--- src/rtl/elevador_pkg.sv ---
// ---------------------------------------------------------------------------
// elevador_pkg
// Shared definitions for the 3-floor elevator shaft plant model.
//   - planta_state_t : plant FSM states (IDLE / UP / DOWN / CRASH)
//   - fault_sel_t    : sensor stuck-at-1 fault selector encodings
//   - NUM_FLOORS     : number of floors served by the shaft
//   - floor_pos()    : position of floor k given the shaft geometry
//   - pos_max()      : highest legal cab position
//   - pos_width()    : bits needed to hold 0..pos_max()
//   - in_window()    : floor sensor window test
// ---------------------------------------------------------------------------
package elevador_pkg;

  localparam int NUM_FLOORS = 3;

  typedef enum logic [1:0] {
    ST_IDLE  = 2'd0,
    ST_UP    = 2'd1,
    ST_DOWN  = 2'd2,
    ST_CRASH = 2'd3
  } planta_state_t;

  typedef enum logic [1:0] {
    FAULT_NONE = 2'b00,
    FAULT_F1   = 2'b01,
    FAULT_F2   = 2'b10,
    FAULT_F3   = 2'b11
  } fault_sel_t;

  // Floor k (1-based) sits one sensor half-window above the bottom of the
  // shaft plus (k-1) floor spacings.
  function automatic int floor_pos(input int k, input int spf, input int win);
    return win + (k - 32'sd1) * spf;
  endfunction

  // The shaft extends one sensor half-window beyond the outer floors.
  function automatic int pos_max(input int spf, input int win);
    return 32'sd2 * spf + 32'sd2 * win;
  endfunction

  function automatic int pos_width(input int spf, input int win);
    return $clog2(pos_max(spf, win) + 32'sd1);
  endfunction

  function automatic bit in_window(input int p, input int fl, input int win);
    return (p >= fl - win) && (p <= fl + win);
  endfunction

endpackage

--- src/rtl/elevador_planta_if.sv ---
// ---------------------------------------------------------------------------
// elevador_planta_if
// Motor/sensor bus between the elevator controller (master) and the shaft
// plant (slave).
//   mup, mdw           : motor up / down commands (master -> slave)
//   fault_sel [1:0]    : sensor fault injection, only with
//                        ELEVADOR_PLANTA_FAULT_EN defined (master -> slave)
//   f1, f2, f3         : floor sensors (slave -> master)
//   pos [PW-1:0]       : cab position (slave -> master)
//   moving, crash,
//   conflict           : plant status (slave -> master)
// ---------------------------------------------------------------------------
interface elevador_planta_if #(
  parameter int PW = elevador_pkg::pos_width(16, 2)
) ();

  logic          mup;
  logic          mdw;
`ifdef ELEVADOR_PLANTA_FAULT_EN
  logic [1:0]    fault_sel;
`endif
  logic          f1;
  logic          f2;
  logic          f3;
  logic [PW-1:0] pos;
  logic          moving;
  logic          crash;
  logic          conflict;

`ifdef ELEVADOR_PLANTA_FAULT_EN
  modport master (
    output mup, mdw, fault_sel,
    input  f1, f2, f3, pos, moving, crash, conflict
  );

  modport slave (
    input  mup, mdw, fault_sel,
    output f1, f2, f3, pos, moving, crash, conflict
  );
`else
  modport master (
    output mup, mdw,
    input  f1, f2, f3, pos, moving, crash, conflict
  );

  modport slave (
    input  mup, mdw,
    output f1, f2, f3, pos, moving, crash, conflict
  );
`endif

endinterface

--- src/rtl/planta_tick_gen.sv ---
// ---------------------------------------------------------------------------
// planta_tick_gen
// Step prescaler for the shaft plant. Counts 0..PRESCALE-1 while enabled and
// wraps; clear has priority and returns the count to 0.
//   clk    : clock
//   reset  : synchronous, active-low
//   clear  : force count to 0 on the next edge
//   en     : advance count on the next edge
//   tick   : count is at its last value (a step is due on the next edge)
// ---------------------------------------------------------------------------
module planta_tick_gen #(
  parameter int PRESCALE = 4
) (
  input  logic clk,
  input  logic reset,
  input  logic clear,
  input  logic en,
  output logic tick
);

  localparam int            CW   = (PRESCALE > 1) ? $clog2(PRESCALE) : 1;
  localparam logic [CW-1:0] LAST = CW'(PRESCALE - 1);

  logic [CW-1:0] cnt_r;

  // Prescaler count register.
  always_ff @(posedge clk) begin
    if (!reset) begin
      cnt_r <= {CW{1'b0}};
    end else if (clear) begin
      cnt_r <= {CW{1'b0}};
    end else if (en) begin
      if (cnt_r == LAST) begin
        cnt_r <= {CW{1'b0}};
      end else begin
        cnt_r <= cnt_r + CW'(1);
      end
    end else begin
      cnt_r <= cnt_r;
    end
  end

  // Not gated by en: the step due at the last count must still land on the
  // edge where the command is released or reversed.
  assign tick = (cnt_r == LAST);

endmodule

--- src/rtl/elevador_planta.sv ---
// ---------------------------------------------------------------------------
// elevador_planta
// Plant model of a 3-floor elevator shaft. Motor commands move an internal
// cab-position counter one unit every PRESCALE cycles; floor sensors are
// derived from the position. Running past either end of the shaft latches a
// crash until reset; both motor commands at once are flagged as a conflict.
//
// Parameters: PRESCALE (cycles per step, >=1), STEPS_PER_FLOOR,
//             SENSOR_WIN (sensor half-width), INIT_FLOOR (1..3).
// Ports:
//   clk    : clock
//   reset  : synchronous, active-low
//   bus    : elevador_planta_if.slave (mup/mdw in; f1..f3, pos, moving,
//            crash, conflict out, all registered)
// Build option: ELEVADOR_PLANTA_FAULT_EN adds bus.fault_sel, which forces
//   one floor sensor to stuck-at-1 (sampled every cycle, ignores reset).
// ---------------------------------------------------------------------------
module elevador_planta
  import elevador_pkg::*;
#(
  parameter int PRESCALE        = 4,
  parameter int STEPS_PER_FLOOR = 16,
  parameter int SENSOR_WIN      = 2,
  parameter int INIT_FLOOR      = 1
) (
  input  logic         clk,
  input  logic         reset,
  elevador_planta_if.slave bus
);

  localparam int POS_MAX = pos_max(STEPS_PER_FLOOR, SENSOR_WIN);
  localparam int PW      = pos_width(STEPS_PER_FLOOR, SENSOR_WIN);

  localparam logic [PW-1:0] POS_MAX_V = PW'(POS_MAX);
  localparam logic [PW-1:0] POS_INIT_V =
    PW'(floor_pos(INIT_FLOOR, STEPS_PER_FLOOR, SENSOR_WIN));
  localparam logic [NUM_FLOORS-1:0] SENS_INIT_V =
    (INIT_FLOOR == 3) ? 3'b100 : ((INIT_FLOOR == 2) ? 3'b010 : 3'b001);

  planta_state_t         state_r;
  logic [PW-1:0]         pos_r;
  logic                  crash_r;
  logic                  conflict_r;
  logic                  moving_r;
  logic [NUM_FLOORS-1:0] sens_r;

  planta_state_t         cmd_state_s;
  planta_state_t         state_next_s;
  logic                  both_s;
  logic                  active_s;
  logic                  hold_dir_s;
  logic                  tick_s;
  logic                  step_s;
  logic                  crash_now_s;
  logic [PW-1:0]         pos_next_s;
  logic [NUM_FLOORS-1:0] sens_s;
  logic [NUM_FLOORS-1:0] fault_mask_s;

  // Decode the motor command pair into the requested state.
  always_comb begin
    cmd_state_s = ST_IDLE;
    case ({bus.mup, bus.mdw})
      2'b10:   cmd_state_s = ST_UP;
      2'b01:   cmd_state_s = ST_DOWN;
      default: cmd_state_s = ST_IDLE;
    endcase
    both_s = bus.mup & bus.mdw;
  end

  // The prescaler keeps counting only while the same direction is held;
  // entering IDLE, reversing, or crashing restarts it from zero.
  always_comb begin
    active_s   = (state_r == ST_UP) || (state_r == ST_DOWN);
    hold_dir_s = active_s && (cmd_state_s == state_r);
  end

  planta_tick_gen #(
    .PRESCALE (PRESCALE)
  ) u_tick_gen (
    .clk   (clk),
    .reset (reset),
    .clear (!hold_dir_s),
    .en    (hold_dir_s),
    .tick  (tick_s)
  );

  // Step evaluation: apply a legal step or detect an end-of-shaft crash.
  always_comb begin
    step_s      = active_s && tick_s;
    crash_now_s = 1'b0;
    pos_next_s  = pos_r;
    if (step_s) begin
      if (state_r == ST_UP) begin
        if (pos_r == POS_MAX_V) begin
          crash_now_s = 1'b1;
        end else begin
          pos_next_s = pos_r + PW'(1);
        end
      end else begin
        if (pos_r == {PW{1'b0}}) begin
          crash_now_s = 1'b1;
        end else begin
          pos_next_s = pos_r - PW'(1);
        end
      end
    end else begin
      pos_next_s = pos_r;
    end
  end

  // Next state: CRASH is absorbing; otherwise follow the sampled command.
  always_comb begin
    state_next_s = cmd_state_s;
    if (state_r == ST_CRASH) begin
      state_next_s = ST_CRASH;
    end else if (crash_now_s) begin
      state_next_s = ST_CRASH;
    end else begin
      state_next_s = cmd_state_s;
    end
  end

  // Floor sensor windows around each floor, computed from the current pos.
  always_comb begin
    sens_s = {NUM_FLOORS{1'b0}};
    for (int k = 0; k < NUM_FLOORS; k++) begin
      sens_s[k] = in_window(int'(pos_r),
                            floor_pos(k + 32'sd1, STEPS_PER_FLOOR, SENSOR_WIN),
                            SENSOR_WIN);
    end
  end

  // Optional stuck-at-1 sensor fault injection.
  always_comb begin
    fault_mask_s = {NUM_FLOORS{1'b0}};
`ifdef ELEVADOR_PLANTA_FAULT_EN
    case (fault_sel_t'(bus.fault_sel))
      FAULT_F1: fault_mask_s = 3'b001;
      FAULT_F2: fault_mask_s = 3'b010;
      FAULT_F3: fault_mask_s = 3'b100;
      default:  fault_mask_s = 3'b000;
    endcase
`endif
  end

  // Plant FSM, position and registered status/sensor outputs.
  always_ff @(posedge clk) begin
    if (!reset) begin
      state_r    <= ST_IDLE;
      pos_r      <= POS_INIT_V;
      crash_r    <= 1'b0;
      conflict_r <= 1'b0;
      moving_r   <= 1'b0;
      sens_r     <= SENS_INIT_V;
    end else begin
      state_r    <= state_next_s;
      pos_r      <= pos_next_s;
      crash_r    <= crash_r | crash_now_s;
      // Commands are ignored once crashed, so no conflict is reported there.
      conflict_r <= both_s && (state_r != ST_CRASH) && !crash_now_s;
      moving_r   <= (state_next_s == ST_UP) || (state_next_s == ST_DOWN);
      sens_r     <= sens_s | fault_mask_s;
    end
  end

  assign bus.pos      = pos_r;
  assign bus.f1       = sens_r[0];
  assign bus.f2       = sens_r[1];
  assign bus.f3       = sens_r[2];
  assign bus.moving   = moving_r;
  assign bus.crash    = crash_r;
  assign bus.conflict = conflict_r;

endmodule

--- src/flat_wrapper.sv ---
// flat-port wrapper written by rule: the top's interface ports become plain ports
module elevador_planta_flat import elevador_pkg::*;
#(
  parameter int PRESCALE        = 4,
  parameter int STEPS_PER_FLOOR = 16,
  parameter int SENSOR_WIN      = 2,
  parameter int INIT_FLOOR      = 1
)
  (clk, reset, bus_mup, bus_mdw, bus_f1, bus_f2, bus_f3, bus_pos, bus_moving, bus_crash, bus_conflict);
  elevador_planta_if #(.PW(($clog2((2 * (16) + 2 * (2)) + 1)))) bus_i ();
  input  logic clk;
  input  logic reset;
  input wire logic [$bits(bus_i.mup)-1:0] bus_mup;
  input wire logic [$bits(bus_i.mdw)-1:0] bus_mdw;
  output wire logic [$bits(bus_i.f1)-1:0] bus_f1;
  output wire logic [$bits(bus_i.f2)-1:0] bus_f2;
  output wire logic [$bits(bus_i.f3)-1:0] bus_f3;
  output wire logic [$bits(bus_i.pos)-1:0] bus_pos;
  output wire logic [$bits(bus_i.moving)-1:0] bus_moving;
  output wire logic [$bits(bus_i.crash)-1:0] bus_crash;
  output wire logic [$bits(bus_i.conflict)-1:0] bus_conflict;
  assign bus_i.mup = bus_mup;
  assign bus_i.mdw = bus_mdw;
  assign bus_f1 = bus_i.f1;
  assign bus_f2 = bus_i.f2;
  assign bus_f3 = bus_i.f3;
  assign bus_pos = bus_i.pos;
  assign bus_moving = bus_i.moving;
  assign bus_crash = bus_i.crash;
  assign bus_conflict = bus_i.conflict;
  elevador_planta #(.PRESCALE(PRESCALE), .STEPS_PER_FLOOR(STEPS_PER_FLOOR), .SENSOR_WIN(SENSOR_WIN), .INIT_FLOOR(INIT_FLOOR)) u_core (.clk(clk), .reset(reset), .bus(bus_i));
endmodule
--- config.mk ---
export PLATFORM = sky130hd
export DESIGN_NAME = elevador_planta_flat
export DESIGN_NICKNAME = d
export VERILOG_FILES = /design/src/rtl/elevador_pkg.sv /design/src/rtl/elevador_planta_if.sv /design/src/rtl/planta_tick_gen.sv /design/src/rtl/elevador_planta.sv /design/src/flat_wrapper.sv
export SDC_FILE = /design/constraint.sdc
export NUM_CORES = 1
export LEC_CHECK = 0
export ABC_AREA = 1
export CAP_MARGIN = 20
export CORE_AREA = 5 5 53 55
export DETAILED_ROUTE_END_ITERATION = 16
export DIE_AREA = 0 0 58 60
export GPL_ROUTABILITY_DRIVEN = 1
export GPL_TIMING_DRIVEN = 0
export SLEW_MARGIN = 20
export SYNTH_ARGS = -nofsm -noshare
export SYNTH_HDL_FRONTEND = slang
export SYNTH_SLANG_ARGS = --single-unit
export TNS_END_PERCENT = 20
--- constraint.sdc ---
create_clock -name clk -period 2.02 [get_ports clk]
set_clock_uncertainty 0.1 [all_clocks]
set_input_delay 0.404 -clock clk [delete_from_list [all_inputs] [get_ports clk]]
set_output_delay 0.404 -clock clk [all_outputs]
set_load 0.05 [all_outputs]
==> out/results.txt, run 1 <==
Setup Crit Path Kind - reg2out
Die Area - 3480 um2
DR WL/cell - 9.61 um
synth top area cells - dfxtp_1 (37%), nand2_1 (13%), ha_1 (10%)
postcts setup bufs - 0
commonest non-fill, non-tap cell in the layout - nand2_1
CP required - 1.52 ns
slowest stage cell, crit path - clkdlybuf4s50_1
Clock Sinks - 16
placed instance area - 1040 um2
Max clock buf depth - 2
Int Pwr - 417 uW
final cell count without fillers - 166
CP max FO - 2
Place WS - 0.145 ns
Syn Inst Count - 119
Peak Freq - 525 MHz
Slew @ Worst Pin - 0.496 ns
post-synthesis compound-gate area fraction - 6.69%
DR vias - 759
number of iterations in the first detailed-routing pass - 4
Pins Over Slew Limit - 0
status - completed
hold depth - 2
commonest cells after routing, fill and taps aside - nand2_1 (30), inv_1 (18), dfxtp_1 (16)
Via density - 4.57
slowest cell delay on critical path - 0.80 ns
Yosys top cell by area - dfxtp_1
sequential share of power - 58.6%
# diodes - 0
period utilization - 94.4%
post-synth cell types - 20
first-pass GRT wire length - 2840 um
Synth Area in Adders - 12.5%
placed insts - 163
Core Area - 2340 um2
CTS clk-pin slew, worst paths - 0.08 ns
mapped cell area - 861 um2
Max rail drop VDD - 0.277 mV
CTS root buf - clkbuf_4
final wirelength - 1600 um
Pleak - 0.505 nW
# setup viols final - 0
TritonCTS Buffers - 3
reg2reg end - u_core.bus.pos[3]
CP Cell Sequence - clkdlybuf4s50_1
Clk pwr share - 29.0%
Fin. Hold Viols - 0
Worst setup endpoint - bus_crash
Max Cap Viol - 0
pwr dens - 523 nW/um2
Synth Area in XOR/XNOR - 4.07%
H-tree depth - 1
Min-Delay Path Class - in2reg
Net Switching - 134 uW
share of cells above drive strength 1 - 7.35%
fillers - 244
PortBufs - 14
reg2reg setup slack - 0.22 ns
RSZ-0062 raised after global routing - false
fin area - 1050 um2
largest family of logic cells by synthesized area - simple AND/OR/NAND/NOR gates
vias in the first global route - 703
Synthesized Nets - 131
initial drt markers - 23
Syn-to-layout area delta - 22.4%
Switching Fraction - 24.3%
Synth top area share - 37.2%
worst skew pair latency - 0.28 ns
synthesis-stage register bit count - 16
global placement routability congestion - 0.747
Slew HR - 66.8%
io pins - 16
Critical Path Stages - 1
setup TNS - 0 ns
# DRC - 0
critical path's top delay family - buffers and inverters
share of total power in combinational logic - 12.4%
antenna violations before repair - 0
crit path from - u_core.bus.crash
critical path capture point type - output pin
simple-gate portion of the synthesized area - 29.9%
synth warn - 0
CP Launch Type - register
mux share of post-synthesis cell area - 0%
DIE WIDTH - 58 um
initial core utilization - 36.8%
GRT Util Overall - 10.8%
worst path arrival time - 1.40 ns
die height - 60 um
CTS tree - yes
RR Startpoint - u_core.state_r[0]
FF-to-FF path depth - 9
final worst path period need - 1.91 ns
Remaining Overflow, GRT - 0
synthesized area per cell - 7.23 um2
dpl hpwl - 1320 um
register area share after synthesis - 37.2%
Core Rows - 18
largest net degree at the start of global routing - 10
final net count - 150
setup ws final - 0.114 ns
hold-fix buffers at CTS - 0
antenna viol nets, final - 0
crit path buf inv count - 1
-- cells in the mapped netlist --
cell type   n
a21oi_1     8
buf_2       1
dfxtp_1    16
fa_1        1
ha_1        7
inv_1      19
inv_4       1
nand2_1    30
nand2_2     1
nand2_4     1
nand3_1     8
nand3_2     1
nand4_1     2
nor2_1     13
nor3_1      2
o21a_1      1
o21ai_0     2
or2_2       1
xnor2_1     2
xor2_1      2
-- how the worst min path moves through the flow --
stage	from	endpoint	slack [ns]
global route	reset	u_core.sens_r[0]	0.29
floorplan	u_core.u_tick_gen.cnt_r[0]	u_core.u_tick_gen.cnt_r[0]	0.30
global placement	u_core.u_tick_gen.cnt_r[0]	u_core.u_tick_gen.cnt_r[0]	0.31
finish	reset	u_core.sens_r[0]	0.29
CTS	reset	u_core.sens_r[0]	0.29
detailed placement	u_core.u_tick_gen.cnt_r[0]	u_core.u_tick_gen.cnt_r[0]	0.32
-- stage by stage --
stage | total power [mW] | utilization (%) | hold WS [ns]
floorplan | 0.381 | - | 0.298
global placement | 0.397 | 44.3 | 0.307
detailed placement | 0.399 | 44.3 | 0.324
CTS | 0.558 | 45.0 | 0.290
global route | 0.587 | 45.0 | 0.293
finish | 0.551 | 45.0 | 0.293
-- sequential cells by signal, indices dropped and copies added (netlist names) --
name,count
u_core.bus.pos,6
u_core.sens_r,3
u_core.state_r,2
u_core.u_tick_gen.cnt_r,2
u_core.bus.conflict,1
u_core.bus.crash,1
u_core.bus.moving,1
-- kinds of logic after synthesis --
family          after synthesis
buf+inv                      21
fa+ha+maj                     8
compound gates               11
simple gates                 59
xor+xnor                      4
flops                        16
-- cell type report --
| cell class | instances | area [um2] | area share (%) |
|---|---|---|---|
| flip-flops and latches | 16 | 320 | 30.4 |
| well taps | 30 | 37.5 | 3.56 |
| plain buffers | 1 | 5.00 | 0.475 |
| multi-input cells | 82 | 458 | 43.5 |
| inverters | 20 | 77.6 | 7.36 |
| repair buffers | 14 | 133 | 12.6 |
| clock buffers | 3 | 22.5 | 2.14 |
-- layer usage --
| metal | track usage, % | share of wire, % | vias to the layer above |
|---|---|---|---|
| met5 | 0 | 0 | - |
| met4 | 5.96 | 1.4 | 0 |
| met2 | 17.7 | 46 | 19 |
| li1 | - | - | 409 |
| met1 | 12.5 | 46 | 327 |
| met3 | 3.24 | 6.5 | 4 |
-- repair_timing --
item / in CTS / in global routing
setup endpoints to repair: 6 / 3
pin swaps: 0 / 0
gates resized for setup: 6 / 1
endpoints found under the hold margin: 0 / 0
-- power by group through the flow --
stage                     registers [mW]  clock network [mW]  logic [mW]
after floorplan                    0.337                   0      0.0438
after global routing               0.324               0.186      0.0778
after global placement             0.330                   0      0.0674
after CTS                          0.323               0.167      0.0691
final                              0.323               0.160      0.0685
after detailed placement           0.330                   0      0.0688
Note: power is estimated with default switching activity, not from simulation.
==> inputs of run 2 (changes only) <==
--- a/config.mk
+++ b/config.mk
@@ -12,6 +12,7 @@
 export DIE_AREA = 0 0 58 60
 export GPL_ROUTABILITY_DRIVEN = 1
 export GPL_TIMING_DRIVEN = 0
+export PLACE_DENSITY_LB_ADDON = 0.15
 export SLEW_MARGIN = 20
 export SYNTH_ARGS = -nofsm -noshare
 export SYNTH_HDL_FRONTEND = slang
==> out/results.txt, run 2 (synthesis results as in run 1) <==
global placement routability congestion - 0.755
Switching Fraction - 24.9%
CTS root buf - clkbuf_4
Syn-to-layout area delta - 22.4%
slowest cell delay on critical path - 0.80 ns
fillers - 254
placed instance area - 1040 um2
TritonCTS Buffers - 3
Die Area - 3480 um2
Fin Hold WS - 0.279 ns
fin area - 1050 um2
GRT Util Overall - 10.9%
Slew @ Worst Pin - 0.500 ns
pwr dens - 527 nW/um2
period utilization - 94.7%
crit path buf inv count - 1
Clk pwr share - 29.5%
Via density - 4.57
critical path capture point type - output pin
reg2reg end - u_core.bus.pos[4]
Slew HR - 66.5%
final worst path period need - 1.91 ns
status - completed
Pleak - 0.505 nW
postcts setup bufs - 0
Max rail drop VDD - 0.319 mV
# diodes - 0
setup TNS - 0 ns
CTS tree - yes
HP Start - reset
Int Pwr - 417 uW
share of cells above drive strength 1 - 7.35%
critical path's top delay family - buffers and inverters
PortBufs - 14
final net count - 150
DIE WIDTH - 58 um
RSZ-0062 raised after global routing - false
RR Startpoint - u_core.state_r[0]
io pins - 16
final cell count without fillers - 166
Core Util, Final - 45.0%
reg2reg setup slack - 0.19 ns
Net Switching - 138 uW
initial core utilization - 36.8%
Max clock buf depth - 2
Setup Crit Path Kind - reg2out
first-pass GRT wire length - 2870 um
H-tree depth - 1
number of flip-flops in the largest register - 6
Max Cap Viol - 0
Pins Over Slew Limit - 0
placed insts - 163
Peak Freq - 523 MHz
Core Rows - 18
hold endpoint - u_core.sens_r[0]
commonest non-fill, non-tap cell in the layout - nand2_1
commonest cells after routing, fill and taps aside - nand2_1 (30), inv_1 (18), dfxtp_1 (16)
DR vias - 759
Min-Delay Path Class - in2reg
Critical Path Stages - 1
antenna viol nets, final - 0
CP Launch Type - register
DR WL/cell - 9.93 um
CTS clk-pin slew, worst paths - 0.09 ns
Clock Sinks - 16
number of iterations in the first detailed-routing pass - 4
CP required - 1.52 ns
worst skew pair latency - 0.28 ns
initial drt markers - 18
sequential share of power - 58.1%
final wirelength - 1650 um
vias in the first global route - 679
hold depth - 2
# setup viols final - 0
antenna violations before repair - 0
CP max FO - 2
DR WL met3 - 78 um
wl on met1 - 819 um
# DRC - 0
slowest stage cell, crit path - clkdlybuf4s50_1
worst path arrival time - 1.41 ns
Remaining Overflow, GRT - 0
dpl hpwl - 1310 um
largest net degree at the start of global routing - 10
FF-to-FF path depth - 8
metal2 WL - 724 um
CP Cell Sequence - clkdlybuf4s50_1
top sig layer - met4
share of total power in combinational logic - 12.3%
Fin. Hold Viols - 0
die height - 60 um
Core Area - 2340 um2
run 2: cell counts in the layout (fill, tap and decap cells not counted):
Identical to the previous run, type by type.
run 2: stage by stage:
| stage | setup slack (ns) | power [mW] |
|---|---|---|
| floorplan | 0.328 | 0.381 |
| global placement | 0.161 | 0.398 |
| detailed placement | 0.121 | 0.399 |
| CTS | 0.0874 | 0.562 |
| global route | 0.0662 | 0.591 |
| finish | 0.107 | 0.555 |
run 2: power groups by stage:
stage	clock network [mW]	logic [mW]	registers, mW
6_report	0.164	0.0686	0.323
5_1_grt	0.189	0.0784	0.324
4_1_cts	0.170	0.0692	0.323
3_5_place_dp	0	0.0688	0.330
3_3_place_gp	0	0.0679	0.330
2_1_floorplan	0	0.0438	0.337
run 2: what timing repair did:
item,CTS,global route
pin swaps,0,0
endpoints found under the setup margin,6,2
gates resized for setup,6,1
hold buffers,0,0
run 2: final cells by class:
class / count / area (um2) / area share, %
clock buffers: 3 / 22.5 / 2.14
well taps: 30 / 37.5 / 3.56
multi-input cells: 82 / 458 / 43.5
plain buffers: 1 / 5.00 / 0.475
flip-flops and latches: 16 / 320 / 30.4
repair buffers: 14 / 133 / 12.6
inverters: 20 / 77.6 / 7.36
run 2: layer usage:
metal / vias up / GRT usage [%]
met1: 332 / 14.0
met3: 4 / 2.59
met4: 0 / 5.96
met2: 16 / 16.9
met5: - / 0
li1: 407 / -
run 2: how the worst max path moves through the flow:
stage / startpoint / end
final: u_core.bus.crash / bus_crash
after CTS: u_core.bus.crash / bus_crash
after detailed placement: u_core.state_r[1] / u_core.bus.pos[4]
after global routing: u_core.bus.crash / bus_crash
after global placement: u_core.state_r[1] / u_core.bus.pos[5]
after floorplan: u_core.state_r[1] / u_core.bus.pos[4]
==> inputs of run 3 (changes only) <==
--- a/config.mk
+++ b/config.mk
@@ -8,11 +8,12 @@
 export ABC_AREA = 1
 export CAP_MARGIN = 20
 export CORE_AREA = 5 5 53 55
+export CTS_BUF_LIST = sky130_fd_sc_hd__clkbuf_4 sky130_fd_sc_hd__clkbuf_8
 export DETAILED_ROUTE_END_ITERATION = 16
 export DIE_AREA = 0 0 58 60
+export DONT_BUFFER_PORTS = 1
 export GPL_ROUTABILITY_DRIVEN = 1
 export GPL_TIMING_DRIVEN = 0
-export PLACE_DENSITY_LB_ADDON = 0.15
 export SLEW_MARGIN = 20
 export SYNTH_ARGS = -nofsm -noshare
 export SYNTH_HDL_FRONTEND = slang
==> out/results.txt, run 3 (synthesis results as in run 1) <==
Peak Freq - 535 MHz
Max rail drop VDD - 0.348 mV
critical path capture point type - register
CTS clk-pin slew, worst paths - 0.08 ns
Via density - 4.69
CTS tree - yes
CP required - 2.13 ns
DIE WIDTH - 58 um
Die Area - 3480 um2
Pins Over Slew Limit - 0
slowest cell delay on critical path - 0.73 ns
Syn-to-layout area delta - 6.98%
period utilization - 92.5%
Core Area - 2340 um2
Min-Delay Path Class - in2reg
GRT Util Overall - 10.7%
Fin. Hold Viols - 0
Remaining Overflow, GRT - 0
overall power - 544 uW
dpl hpwl - 1280 um
Pleak - 0.432 nW
Max Cap Viol - 0
# diodes - 0
final wirelength - 1580 um
number of iterations in the first detailed-routing pass - 4
crit path buf inv count - 0
postcts setup bufs - 0
commonest cells after routing, fill and taps aside - nand2_1 (30), inv_1 (18), dfxtp_1 (16)
TritonCTS Buffers - 3
share of cells above drive strength 1 - 8.20%
Slew HR - 54.5%
DR WL/cell - 10.4 um
final net count - 136
slowest stage cell, crit path - dfxtp_1
CTS root buf - clkbuf_4
final worst path period need - 1.87 ns
status - completed
number of flip-flops in the largest register - 6
worst skew pair latency - 0.28 ns
setup TNS - 0 ns
CP Cell Sequence - ha_1, a21oi_1, nand2_1, xor2_1, nand2_1, a21oi_1
critical path's top delay family - flip-flops
antenna viol nets, final - 0
DR vias - 713
initial core utilization - 36.8%
Clock Sinks - 16
die height - 60 um
H-tree depth - 1
largest net degree at the start of global routing - 10
vias in the first global route - 632
RSZ-0062 raised after global routing - false
antenna violations before repair - 0
commonest non-fill, non-tap cell in the layout - nand2_1
pwr dens - 591 nW/um2
global placement routability congestion - 0.737
Max clock buf depth - 2
PortBufs - 0
CP max FO - 5
# setup viols final - 0
Slew @ Worst Pin - 0.682 ns
initial drt markers - 14
Setup Crit Path Kind - reg2reg
# DRC - 0
CP Launch Type - register
io pins - 16
worst path arrival time - 1.98 ns
Core Util, Final - 39.3%
Core Rows - 18
first-pass GRT wire length - 2830 um
==> run 3: cell count changes in the layout (fill, tap and decap cells not counted), sizes merged <==
| cell | change |
|---|---|
| clkdlybuf4s50 | -8 |
| dlygate4sd2 | -6 |
==> run 3: through the flow <==
stage	cells	instance area, um2	setup slack, ns	hold slack [ns]
after floorplan	119	861	0.328	0.298
after global placement	149	898	0.187	0.306
after detailed placement	149	898	0.100	0.317
after CTS	152	921	0.0694	0.129
after global routing	152	921	0.0129	0.122
final	152	921	0.151	0.133
==> run 3: worst paths after layout <==
kind                            depth (start not counted)                          to                        from  slack [ns]
worst min-delay path                                    2         u_core.bus.conflict                     bus_mup        0.13
worst min register to register                          1  u_core.u_tick_gen.cnt_r[0]  u_core.u_tick_gen.cnt_r[0]        0.32
worst max register to register                          6           u_core.bus.pos[4]           u_core.bus.pos[3]        0.15
worst max-delay path                                    6           u_core.bus.pos[4]           u_core.bus.pos[3]        0.15
==> run 3: metal layers <==
layer	up-vias	routed length (um)	global-route usage [%]
met1	319	716	12.1
met3	0	123	5.62
met4	0	0	2.65
met2	16	737	17.9
met5	-	0	0
li1	378	-	-
==> run 3: worst reg2reg max path, cell delays in order (launching register included) <==
cell and delay, ns:
dfxtp_1 0.73, ha_1 0.39, a21oi_1 0.15, nand2_1 0.07, xor2_1 0.14, nand2_1 0.07, a21oi_1 0.15
==> run 3: cell type report <==
cell class	count	area, um2
well taps	30	37.5
fillers	255	1420
clock buffers	3	22.5
plain buffers	1	5.00
flip-flops and latches	16	320
inverters	20	77.6
multi-input cells	82	458
==> run 3: report_power, final <==
part | leakage [nW] | internal (mW) | switching (mW)
clock | 0.0138 | 0.0692 | 0.0920
combinational | 0.289 | 0.0211 | 0.0311
sequential | 0.130 | 0.320 | 0.0107
==> run 3: timing repair <==
action	CTS	global route
hold buffers	0	0
gates resized for setup	0	1
endpoints found under the setup margin	0	3
==> RTL edit, RTL diff (settings of run 1) <==
`PRESCALE` is set to 4 in 3 places; all go to 2.
--- a/src/rtl/planta_tick_gen.sv
+++ b/src/rtl/planta_tick_gen.sv
@@ -9,7 +9,7 @@
 //   tick   : count is at its last value (a step is due on the next edge)
 // ---------------------------------------------------------------------------
 module planta_tick_gen #(
-  parameter int PRESCALE = 4
+  parameter int PRESCALE = 2
 ) (
   input  logic clk,
   input  logic reset,
--- a/src/rtl/elevador_planta.sv
+++ b/src/rtl/elevador_planta.sv
@@ -18,7 +18,7 @@
 module elevador_planta
   import elevador_pkg::*;
 #(
-  parameter int PRESCALE        = 4,
+  parameter int PRESCALE        = 2,
   parameter int STEPS_PER_FLOOR = 16,
   parameter int SENSOR_WIN      = 2,
   parameter int INIT_FLOOR      = 1
--- a/src/flat_wrapper.sv
+++ b/src/flat_wrapper.sv
@@ -1,7 +1,7 @@
 // flat-port wrapper written by rule: the top's interface ports become plain ports
 module elevador_planta_flat import elevador_pkg::*;
 #(
-  parameter int PRESCALE        = 4,
+  parameter int PRESCALE        = 2,
   parameter int STEPS_PER_FLOOR = 16,
   parameter int SENSOR_WIN      = 2,
   parameter int INIT_FLOOR      = 1
Check against the original RTL: not equivalent (a bounded check fails within 4 cycles, from zero or initial values and one cycle with reset low).
==> RTL edit against run 1 <==
  * Routed wire length shrank 0.63%
  * Sequential power shrank 5%
  * Critical path depth unchanged
  * Sequential cell count shrank 1
  * Setup slack improved by 6.2 ps
  * Total power increased by 2.6%
  * Final area grew 4.2%
  * Combinational power increased by 39%
  * First-iteration DRC count fell by 65%
  * Core utilization rose by 1.9 points
  * Synthesized area grew 3.5%
  * Synthesized cell count fell by 5.9%
  * Critical path type unchanged
  * Largest power group unchanged
==> RTL edit: results (changes against run 1) <==
status completed; per-cell routed wire length 9.84 µm (+2.5%); Worst R2R Path Depth 9 (unchanged); Worst Setup SP u_core.bus.crash; clock slew at reported path FFs 80 ps (about the same); total track usage 10.6% (-0.11 points); Longest Clk Path Bufs 2 (unchanged); vias in the first global route 723 (+2.8%); First DRT Iteration DRCs 8 (-65%); worst min-delay path class flop to flop; final worst path period need 1900 ps (-6.16 ps); Max Used Layer met4; vias per cell 4.58 (+0.12%); share of cells above drive strength 1 20.6% (+13 points); number of nets in the layout 143 (-4.7%); LEAKAGE 0.498 nW (-1.5%); top_reg_cell synth dfxtp_1; dpl cell area 1080 µm² (+3.9%); htree depth 1 (unchanged); Overall Power 0.565 mW (+2.6%); gpl congestion 0.759 (+1.6%); DP HPWL 1300 µm (-1.3%); hold path endpoint u_core.bus.crash; max_slew headroom 67.0% (+0.16 points); met2 wire len 735 µm (-0.54%); warnings from Yosys 0 (unchanged); met2 usage 18.9% (+1.1 points); placed cells 157 (-3.7%); hold_sp u_core.bus.crash; Post-synth ARST share 0% (unchanged); syn nets 123 (-6.1%); post-synth cell types 24 (+20%); CTS Buf Count 3 (unchanged); Filler cells 246 (+0.82%); crit-path max FO 2 (unchanged); met3 wire len 56 µm (-46%); first-pass GRT wire length 2870 µm (+1.2%); top cells by count, synth nand2_1 (28), dfxtp_1 (15), inv_1 (15); switching share of power 26.4% (+2.1 points); crit-path leading delay family buffers and inverters; worst-case vdd ir drop 254 µV (-8.3%); RR Endpoint u_core.bus.pos[4]; Place WS 211 ps (+65.6 ps); sequential power share 54.2% (-4.4 points); overall routed net length 1590 µm (-0.63%); Clock Latency Late Sink 270 ps; Slowest cell on crit path clkdlybuf4s50_1; Synth Instances 112 (-5.9%); Resized cells post-CTS 6 (unchanged); register area share after synthesis 33.7% (-3.5 points); final antenna diode count 0 (unchanged); met1 usage 12.6% (+0.18 points); Port Buffers 15 (+1); largest net degree at the start of global routing 11 (+1); wl on met1 765 µm (+5.1%); Hold Slack 357 ps (+63.1 ps); synth top area cells dfxtp_1 (34%), nand2_1 (12%), ha_1 (8.4%), inv_1 (6.3%), a21oi_2 (4.9%); met3 Track Usage GR 1.51% (-1.7 points); logic gate share of total power 16.9% (+4.5 points); r2r startpoint u_core.state_r[1]
RTL edit: changes by cell type after synthesis, moves of 3 or more:
| cell | run 1 | this run |
|---|---|---|
| a21oi_1 | 8 | 4 |
| a21oi_2 | 0 | 5 |
| inv_1 | 19 | 15 |
| inv_2 | 0 | 4 |
| nand3_1 | 8 | 4 |
| nor2_1 | 13 | 6 |
| nor2_2 | 0 | 3 |
RTL edit: cell type report:
class | count | area (µm²) | area share [%]
sequential | 15 | 300 | 27.4
inverter | 19 | 71.3 | 6.50
multi-input combinational | 77 | 514 | 46.9
timing repair buffer | 15 | 143 | 13.0
tap | 30 | 37.5 | 3.42
clock buffer | 4 | 26.3 | 2.39
buffer | 1 | 5.00 | 0.456
RTL edit: cell families (layout without fill, tap and decap cells):
group / Yosys count / after routing / share of synthesized area (%)
simple gates: 52 / 52 / 31.0
buf+inv: 20 / 39 / 8.57
flops: 15 / 15 / 33.7
compound gates: 13 / 13 / 11.1
fa+ha+maj: 7 / 7 / 10.7
xor+xnor: 5 / 5 / 4.92
